<file path="config.mk">
export PLATFORM = sky130hd
export DESIGN_NAME = vram_ctrl
export DESIGN_NICKNAME = d
export VERILOG_FILES = /design/src/rtl/vram_ctrl_pkg.sv /design/src/rtl/vram_wr_fifo.sv /design/src/rtl/vram_ctrl.sv
export SDC_FILE = /design/constraint.sdc
export NUM_CORES = 1
export LEC_CHECK = 0
export CAP_MARGIN = 20
export CELL_PAD_IN_SITES_DETAIL_PLACEMENT = 1
export CELL_PAD_IN_SITES_GLOBAL_PLACEMENT = 1
export CORE_UTILIZATION = 35
export CTS_CLUSTER_DIAMETER = 150
export DETAILED_ROUTE_END_ITERATION = 8
export PLACE_DENSITY_LB_ADDON = 0.1
export SLEW_MARGIN = 20
export SYNTH_ARGS = -nofsm -noshare
export SYNTH_HDL_FRONTEND = slang
export SYNTH_SLANG_ARGS = --single-unit
</file>
<file path="constraint.sdc">
create_clock -name i_clk -period 2.7 [get_ports i_clk]
set_clock_uncertainty 0.05 [all_clocks]
set_input_delay 0.54 -clock i_clk [delete_from_list [all_inputs] [get_ports i_clk]]
set_output_delay 0.54 -clock i_clk [all_outputs]
set_load 0.02 [all_outputs]
</file>
<file path="src/rtl/vram_ctrl_pkg.sv">
// Shared constants and types for the VRAM controller: the burst sync byte
// and the SPI parser states.
package vram_ctrl_pkg;

    localparam logic [7:0] SYNC_BYTE = 8'hA5;

    typedef enum logic [1:0] {
        IDLE    = 2'd0,
        ADDR_HI = 2'd1,
        ADDR_LO = 2'd2,
        DATA    = 2'd3
    } parse_state_e;

endpackage

</file>
<file path="src/rtl/vram_wr_fifo.sv">
// Small synchronous write buffer holding {address, data} entries between the
// SPI parser and the memory arbiter. Push while full is accepted only with a pop.
module vram_wr_fifo #(
    parameter int WIDTH = 19,
    parameter int DEPTH = 4
) (
    input  logic             i_clk,
    input  logic             i_rst_n,
    input  logic             i_push,
    input  logic [WIDTH-1:0] i_wdata,
    input  logic             i_pop,
    output logic [WIDTH-1:0] o_rdata,
    output logic             o_full,
    output logic             o_empty
);

    localparam int PW = $clog2(DEPTH);

    logic [WIDTH-1:0] r_mem [DEPTH];
    logic [PW:0]      r_wr_ptr;
    logic [PW:0]      r_rd_ptr;
    logic             w_do_push;
    logic             w_do_pop;

    // Pointers carry one extra wrap bit so full and empty are distinguishable.
    assign o_empty   = (r_wr_ptr == r_rd_ptr);
    assign o_full    = (r_wr_ptr[PW] != r_rd_ptr[PW]) &&
                       (r_wr_ptr[PW-1:0] == r_rd_ptr[PW-1:0]);
    assign w_do_pop  = i_pop & ~o_empty;
    assign w_do_push = i_push & (~o_full | w_do_pop);
    assign o_rdata   = r_mem[r_rd_ptr[PW-1:0]];

    // Read/write pointer update.
    always_ff @(posedge i_clk or negedge i_rst_n) begin
        if (!i_rst_n) begin
            r_wr_ptr <= '0;
            r_rd_ptr <= '0;
        end else begin
            if (w_do_push) begin
                r_wr_ptr <= r_wr_ptr + {{PW{1'b0}}, 1'b1};
            end
            if (w_do_pop) begin
                r_rd_ptr <= r_rd_ptr + {{PW{1'b0}}, 1'b1};
            end
        end
    end

    // Entry storage; contents are meaningless while the pointers say empty.
    always_ff @(posedge i_clk) begin
        if (w_do_push) begin
            r_mem[r_wr_ptr[PW-1:0]] <= i_wdata;
        end
    end

endmodule

</file>
<file path="src/rtl/vram_ctrl.sv">
// SPI-to-VRAM write burst parser plus single-port arbiter; VGA reads always
// win the memory port and buffered writes fill the idle cycles.
module vram_ctrl
    import vram_ctrl_pkg::*;
#(
    parameter int ADDR_WIDTH = 11,
    parameter int DATA_WIDTH = 8,
    parameter int FIFO_DEPTH = 4
) (
    input  logic                  i_clk,
    input  logic                  i_rst_n,
    input  logic                  i_cs_n,
    input  logic [DATA_WIDTH-1:0] i_rx_data,
    input  logic                  i_rx_valid,
    input  logic                  i_vga_req,
    input  logic [ADDR_WIDTH-1:0] i_vga_addr,
    output logic [DATA_WIDTH-1:0] o_vga_data,
    output logic                  o_vga_valid,
    output logic [ADDR_WIDTH-1:0] o_mem_addr,
    output logic                  o_mem_we,
    output logic [DATA_WIDTH-1:0] o_mem_wdata,
    input  logic [DATA_WIDTH-1:0] i_mem_rdata,
    output logic                  o_frame_ready,
    output logic                  o_overflow
);

    localparam int FW   = ADDR_WIDTH + DATA_WIDTH;
    localparam int HI_W = ADDR_WIDTH - 8;

    parse_state_e          r_state;
    parse_state_e          w_state_rx;
    parse_state_e          w_state_nxt;
    logic [ADDR_WIDTH-1:0] r_ptr;
    logic [ADDR_WIDTH-1:0] w_ptr_nxt;
    logic                  r_got_byte;
    logic                  w_got_nxt;
    logic                  w_data_byte;

    logic                  r_cs_meta;
    logic                  r_cs_sync;
    logic                  r_cs_prev;
    logic                  w_cs_rise;

    logic [FW-1:0]         w_fifo_head;
    logic                  w_fifo_full;
    logic                  w_fifo_empty;
    logic                  w_pop;

    logic [ADDR_WIDTH-1:0] r_mem_addr;
    logic                  r_mem_we;
    logic [DATA_WIDTH-1:0] r_mem_wdata;
    logic                  r_rd_issued;
    logic                  r_vga_valid;
    logic                  r_frame_ready;
    logic                  r_overflow;

    // Chip-select synchronizer and rising-edge detector, idle-high from reset.
    always_ff @(posedge i_clk or negedge i_rst_n) begin
        if (!i_rst_n) begin
            r_cs_meta <= 1'b1;
            r_cs_sync <= 1'b1;
            r_cs_prev <= 1'b1;
        end else begin
            r_cs_meta <= i_cs_n;
            r_cs_sync <= r_cs_meta;
            r_cs_prev <= r_cs_sync;
        end
    end

    assign w_cs_rise = r_cs_sync & ~r_cs_prev;

    // Parser next state: the byte is handled under the old state, then a
    // chip-select release overrides the resulting state.
    always_comb begin
        w_state_rx  = r_state;
        w_ptr_nxt   = r_ptr;
        w_got_nxt   = r_got_byte;
        w_data_byte = 1'b0;
        if (i_rx_valid) begin
            case (r_state)
                IDLE: begin
                    if (i_rx_data == SYNC_BYTE) begin
                        w_state_rx = ADDR_HI;
                    end else begin
                        w_state_rx = IDLE;
                    end
                end
                ADDR_HI: begin
                    w_ptr_nxt  = {i_rx_data[HI_W-1:0], r_ptr[7:0]};
                    w_state_rx = ADDR_LO;
                end
                ADDR_LO: begin
                    w_ptr_nxt  = {r_ptr[ADDR_WIDTH-1:8], i_rx_data};
                    w_got_nxt  = 1'b0;
                    w_state_rx = DATA;
                end
                DATA: begin
                    w_data_byte = 1'b1;
                    w_ptr_nxt   = r_ptr + ADDR_WIDTH'(1);
                    w_got_nxt   = 1'b1;
                    w_state_rx  = DATA;
                end
                default: begin
                    w_state_rx = IDLE;
                end
            endcase
        end else begin
            w_state_rx = r_state;
        end
        w_state_nxt = w_cs_rise ? IDLE : w_state_rx;
    end

    // Parser state, address pointer and burst-has-data flag.
    always_ff @(posedge i_clk or negedge i_rst_n) begin
        if (!i_rst_n) begin
            r_state    <= IDLE;
            r_ptr      <= '0;
            r_got_byte <= 1'b0;
        end else begin
            r_state    <= w_state_nxt;
            r_ptr      <= w_ptr_nxt;
            r_got_byte <= w_got_nxt;
        end
    end

    assign w_pop = ~i_vga_req & ~w_fifo_empty;

    vram_wr_fifo #(
        .WIDTH (FW),
        .DEPTH (FIFO_DEPTH)
    ) u_fifo (
        .i_clk   (i_clk),
        .i_rst_n (i_rst_n),
        .i_push  (w_data_byte),
        .i_wdata ({r_ptr, i_rx_data}),
        .i_pop   (w_pop),
        .o_rdata (w_fifo_head),
        .o_full  (w_fifo_full),
        .o_empty (w_fifo_empty)
    );

    // Memory port arbiter: VGA read first, else drain one buffered write.
    always_ff @(posedge i_clk or negedge i_rst_n) begin
        if (!i_rst_n) begin
            r_mem_addr  <= '0;
            r_mem_we    <= 1'b0;
            r_mem_wdata <= '0;
            r_rd_issued <= 1'b0;
            r_vga_valid <= 1'b0;
        end else begin
            if (i_vga_req) begin
                r_mem_addr <= i_vga_addr;
                r_mem_we   <= 1'b0;
            end else if (w_pop) begin
                r_mem_addr  <= w_fifo_head[FW-1:DATA_WIDTH];
                r_mem_wdata <= w_fifo_head[DATA_WIDTH-1:0];
                r_mem_we    <= 1'b1;
            end else begin
                r_mem_we <= 1'b0;
            end
            r_rd_issued <= i_vga_req;
            r_vga_valid <= r_rd_issued;
        end
    end

    // Sticky status: burst completed with data, and data lost to a full buffer.
    always_ff @(posedge i_clk or negedge i_rst_n) begin
        if (!i_rst_n) begin
            r_frame_ready <= 1'b0;
            r_overflow    <= 1'b0;
        end else begin
            r_frame_ready <= r_frame_ready |
                             (w_cs_rise & (r_state == DATA) & (r_got_byte | w_data_byte));
            r_overflow    <= r_overflow | (w_data_byte & w_fifo_full & ~w_pop);
        end
    end

    assign o_vga_data    = i_mem_rdata;
    assign o_vga_valid   = r_vga_valid;
    assign o_mem_addr    = r_mem_addr;
    assign o_mem_we      = r_mem_we;
    assign o_mem_wdata   = r_mem_wdata;
    assign o_frame_ready = r_frame_ready;
    assign o_overflow    = r_overflow;

endmodule
</file>
==> reports/summary.txt, run 1 <==
antenna-violating nets left - 0
CTS H-tree depth - 4
I/O Pins - 63
initial antenna violation count - 0
DRT Wirelength - 10890 µm
Final min period - 2.041 ns
Buf/Inv on CP - 2
largest net degree at the start of global routing - 26
Critical Path Source - u_fifo.r_rd_ptr[1]
crit path capture - o_mem_wdata[0]
RSZ-0062 raised after global routing - false
drt drc - 0
gr usage total - 0.1620
R2R depth - 6
status - finished clean
Worst path slowest cell - nor3_4
period utilization - 0.7560
largest cells by area after synthesis - edfxtp_1, dfrtp_1, mux4_2
final setup fails - 0
syn_area_per_cell - 15.59 µm²
Synth area leader - edfxtp_1
GPL Wtd Cong - 0.7032
Internal Power - 4.394 mW
commonest cells after routing, fill and taps aside - edfxtp_1, clkdlybuf4s50_1, dfrtp_1
Overflow after GRT - 0
Post-CTS Hold Fix Bufs - 1
Max Clock Freq - 0.4899 GHz
CTS-repair resized insts - 0
CP Cell Sequence - buf_4 > xor2_1 > nor3_4 > nor2_2 > buf_4 > mux2_4
Synth top area share - 0.4435
vias in the first global route - 3085
Site Rows - 43
Max-slew headroom - 0.6368
CP Max Fanout - 13
clock share of power - 0.342
Synth Warn # - 0
sum of negative setup slack - 0 ns
clock-pin slew on the worst setup and hold paths - 0.05 ns
HP Class - reg2reg
Inserted Diodes - 0
Clock Latency Late Sink - 0.41 ns
Max rail drop VDD - 0.0005243 V
Gate Count Post-Synth - 330
cell repeated most along the worst path - buf_4
wire per inst - 18.71 µm
crit-path max cell delay - 0.51 ns
post-CTS setup buffer count - 0
Final Non-Filler Cells - 582
chip width - 123.3 µm
WP depth - 6
Top Family by Delay on Critical Path - simple AND/OR/NAND/NOR gates
Reg power frac - 0.412
leakage - 2.370 nW
Final nets - 428
Worst EP arrival - 2.29 ns
Starting Density - 0.3651
max cap viols - 0
crit path launch type - register
Area growth syn-to-layout - 23.80%
Comb pwr share - 0.246
First-pass DRT Iterations - 4
global-route wire length before repair - 17530 µm
Root Buffer - clkbuf_16
# clock sinks - 123
r2r setup slk - 0.66 ns
share of cells above drive strength 1 - 0.1741
syn_nets - 368
switching power - 1.722 mW
Die Ht - 123.3 µm
Slew @ Worst Pin - 0.5430 ns
Vias - 2921
critical path endpoint category - register
Yosys reg bits - 123
core area - 14100 µm²
Reg-to-Reg End - o_mem_wdata[0]
Cell Area, Synth - 5146 µm²
Port-buffer cells - 46
sequential fraction of the synthesis area - 0.6727
DP HPWL - 7389 µm
Num CTS Buffers - 17
Vias/cell - 5.019
final hold viol count - 0
Net Sw Frac - 0.2816
Post-Route Utilization - 0.4520
CP required - 2.94 ns
most common cell after layout, fill and taps aside - edfxtp_1
Worst R2R Start - u_fifo.r_rd_ptr[1]
Cell Pwr Density - 960.0 nW/µm²
Pins Over Slew Limit - 0
Cells after DPL - 550
crit path kind - reg2reg
DR iter-0 viols - 89
DIE AREA - 15190 µm²
Max clock buf depth - 2
CTS tree - done
Synth cell types - 43
metrics by stage:
step,area [µm²],hold WS (ns),worst slack [ns],power (mW)
global route,6371,0.3090,0.5341,6.432
CTS,6371,0.3053,0.6284,6.212
global placement,5823,0.2870,0.2781,4.062
detailed placement,5823,0.2951,0.2201,4.088
finish,6371,0.3022,0.6587,6.116
floorplan,5146,0.1944,0.6213,3.540
how the worst min path moves through the flow:
| stage | start | cells past startpoint | slack (ns) | end |
|---|---|---|---|---|
| after floorplan | i_rst_n | 0 | 0.19 | o_frame_ready |
| after global placement | r_rd_issued | 0 | 0.29 | o_vga_valid |
| after detailed placement | r_rd_issued | 0 | 0.30 | o_vga_valid |
| after CTS | r_cs_meta | 0 | 0.31 | r_cs_sync |
| after global routing | r_cs_meta | 0 | 0.31 | r_cs_sync |
| final | r_rd_issued | 0 | 0.30 | o_vga_valid |
flip-flops by register name, indices dropped and copies added (netlist names), 2 cells and up:
register         flops
r_state              2
u_fifo.r_mem        76
u_fifo.r_rd_ptr      3
o_mem_wdata          8
u_fifo.r_wr_ptr      3
o_mem_addr          11
r_ptr               11
worst register-to-register path: cells and delay by family, from the launching register on:
| kind | cells | cell delay [ns] |
|---|---|---|
| muxes | 1 | 0.32 |
| DFF | 1 | 0.38 |
| and+or+nand+nor | 2 | 0.57 |
| xor gates and xnor gates | 1 | 0.19 |
| buffers and inverters | 2 | 0.42 |
metal layers:
layer	vias up	share of wire	GRT usage	wire length, µm
met5	-	0	0	0
met4	0	0.022	0.06250	245
li1	1367	-	-	-
met1	1461	0.47	0.2114	5131
met3	23	0.043	0.05443	471
met2	70	0.46	0.2493	5044
power groups by stage:
stage / Sequential (mW) / Clock [mW] / Combinational (mW)
6_report: 2.52 / 2.09 / 1.51
5_1_grt: 2.56 / 2.23 / 1.64
4_1_cts: 2.52 / 2.15 / 1.54
3_5_place_dp: 2.56 / 0 / 1.53
3_3_place_gp: 2.54 / 0 / 1.52
2_1_floorplan: 2.64 / 0 / 0.901
synth_stat cells (all sizes together):
cell type and n:
dfrtp 44, a21oi 31, and3 3, ha 6, o21ai 9, o22ai 6
clkbuf 5, nor3 1, o21bai 2, or3 1, nand3 7, a2bb2oi 1
o221ai 1, edfxtp 76, inv 4, buf 19, nand4 4, nor3b 3
dfstp 3, a41oi 1, nor4b 1, xnor2 3, nand2b 2, mux2i 5
and2 6, a31o 1, xor2 6, nor2b 13, mux2 9, nor4bb 1
nand3b 1, o311ai 1, nor2 8, nand2 26, a31oi 1, mux4 19
cells by family after synthesis:
kind of cell	Yosys count	share of synthesized area
simple gates	77	0.08048
xor+xnor	9	0.01532
mux	33	0.1242
compound gates	54	0.06030
buf+inv	28	0.03233
fa+ha+maj	6	0.01459
flops	123	0.6727
layout make-up:
type / count / area, µm²
Inverter: 4 / 15.01
Tap cell: 180 / 225.2
Sequential cell: 123 / 3462
Timing Repair Buffer: 65 / 613.1
Multi-Input combinational cell: 179 / 1518
Clock buffer: 18 / 429.2
Clock inverter: 13 / 108.9
Fill cell: 1401 / 7725
No activity file was read; power rests on OpenSTA's default activity.
==> inputs of run 2 (changes only) <==
clock period = 1.7 ns   (was 2.7 ns; I/O delays follow)
==> reports/summary.txt, run 2 (synthesis results as in run 1) <==
leakage - 2.583 nW (+9.0%)
I/O Pins - 63 (unchanged)
Max Clock Freq - 0.6013 GHz (+23%)
Max clock buf depth - 2 (unchanged)
drt drc - 0 (unchanged)
CTS tree - done
chip width - 123.3 µm (unchanged)
Pwr Total - 10.32 mW (+69%)
First-pass DRT Iterations - 4 (unchanged)
Final nets - 450 (+5.1%)
Overflow after GRT - 0 (unchanged)
max cap viols - 0 (unchanged)
wire per inst - 18.91 µm (+1.0%)
clock-pin slew on the worst setup and hold paths - 0.06 ns (about the same)
crit path kind - reg2reg
Comb pwr share - 0.252 (+0.006)
# clock sinks - 123 (unchanged)
most common cell after layout, fill and taps aside - edfxtp_1
Vias - 3081 (+5.5%)
final setup margin - 0.03682 ns (-0.6219 ns)
Max-slew headroom - 0.7511 (+0.1143)
fillcell total - 1412 (+0.79%)
period utilization - 0.9783 (+0.2223)
CP Max Fanout - 9 (-4)
placed cell areas - 6092 µm² (+4.6%)
Internal Power - 7.437 mW (+69%)
final instance area - 6728 µm² (+5.6%)
status - finished clean
Slew @ Worst Pin - 0.3734 ns (-0.1697 ns)
DP HPWL - 7820 µm (+5.8%)
Cell Pwr Density - 1534 nW/µm² (+60%)
final setup fails - 0 (unchanged)
DRT Wirelength - 11440 µm (+5.0%)
gr usage total - 0.1690 (+0.007056)
Starting Density - 0.3651 (unchanged)
crit path launch type - register
Die Ht - 123.3 µm (unchanged)
Inserted Diodes - 0 (unchanged)
clock share of power - 0.361 (+0.019)
Max rail drop VDD - 0.0008184 V (+56%)
switching power - 2.883 mW (+67%)
CTS H-tree depth - 4 (unchanged)
core area - 14100 µm² (unchanged)
max reg flops - 76 (unchanged)
largest net degree at the start of global routing - 34 (+31%)
critical path endpoint category - register
global-route wire length before repair - 18200 µm (+3.8%)
final hold viol count - 0 (unchanged)
Net Sw Frac - 0.2794 (-0.002222)
DR iter-0 viols - 158 (+78%)
Num CTS Buffers - 17 (unchanged)
Pins Over Slew Limit - 0 (unchanged)
Clock Latency Late Sink - 0.42 ns (about the same)
Root Buffer - clkbuf_16
Port-buffer cells - 46 (unchanged)
Final min period - 1.663 ns (-0.3781 ns)
commonest cells after routing, fill and taps aside - edfxtp_1, dfrtp_1, a21oi_1, buf_4, nand2_1
HP Class - in2reg
Site Rows - 43 (unchanged)
antenna-violating nets left - 0 (unchanged)
RSZ-0062 raised after global routing - true
DIE AREA - 15190 µm² (unchanged)
Post-Route Utilization - 0.4773 (+0.02530)
Reg power frac - 0.386 (-0.026)
share of cells above drive strength 1 - 0.2682 (+0.09411)
worst slack at placement - -0.4554 ns (-0.6754 ns)
Worst EP arrival - 1.91 ns (-0.38 ns)
Vias/cell - 5.093 (+1.5%)
GPL Wtd Cong - 0.7289 (+3.7%)
Area growth syn-to-layout - 30.73%
initial antenna violation count - 0 (unchanged)
CP required - 1.95 ns (-0.99 ns)
vias in the first global route - 3218 (+4.3%)
[run 2: cell count changes in the layout (fill, tap and decap cells not counted), sizes merged]
cell / delta
clkinv: -6
inv: +1
bufinv: +1
clkdlybuf4s50: -23
dlygate4sd2: +23
buf: +22
clkinvlp: +2
clkbuf: +3
[run 2: worst paths after layout]
path,slack [ns],end,startpoint,cells after the start
min in group asynchronous,0.32,o_vga_valid,i_rst_n,2
max in group asynchronous,0.69,r_cs_meta,i_rst_n,3
min,0.28,r_cs_meta,i_cs_n,1
min reg2reg,0.30,o_vga_valid,r_rd_issued,0
max,0.04,o_mem_wdata[3],u_fifo.r_rd_ptr[0],3
max reg2reg,0.04,o_mem_wdata[3],u_fifo.r_rd_ptr[0],3
[run 2: cell type report]
type,instances,area [µm²],share of cell area
inverter,4,15.01,0.002232
timing repair buffer,87,849.6,0.1263
sequential,123,3463,0.5148
tap,180,225.2,0.03348
clock buffer,21,480.5,0.07142
multi-input combinational,179,1554,0.2310
clock inverter,11,140.1,0.02083
[run 2: what timing repair did]
item | CTS | global route
endpoints found under the setup margin | 91 | 62
hold buffers | 1 | 0
pin swaps | 1 | 0
gates resized for setup | 30 | 5
setup buffers | 0 | 0
endpoints found under the hold margin | 14 | 0
gates cloned | 0 | 0
[run 2: critical path, cell delays in order, from the launching register on]
cell     delay (ns)
dfrtp_2        0.49
buf_12         0.18
mux4_1         0.55
mux2_4         0.27
[run 2: routing by layer]
| layer | vias to the layer above | track usage | wire length [µm] |
|---|---|---|---|
| met2 | 74 | 0.2730 | 5560 |
| met1 | 1578 | 0.2145 | 5114 |
| met3 | 22 | 0.03921 | 527 |
| li1 | 1407 | - | - |
| met5 | - | 0 | 0 |
| met4 | 0 | 0.08133 | 238 |
[run 2: stage by stage]
stage,hold WS (ns),TNS [ns],cells
global route,0.2898,-0.4549,605
CTS,0.2683,0,605
global placement,0.2273,-31.60,572
floorplan,-0.005591,-0.5911,330
finish,0.2835,0,605
detailed placement,0.2244,-34.58,572
[run 2: power groups by stage]
stage / registers (mW) / clock network, mW / logic [mW]
finish: 3.99 / 3.73 / 2.60
detailed placement: 4.04 / 0 / 2.73
global route: 4.06 / 3.91 / 2.85
floorplan: 4.19 / 0 / 1.43
global placement: 4.01 / 0 / 2.70
CTS: 3.98 / 3.81 / 2.64
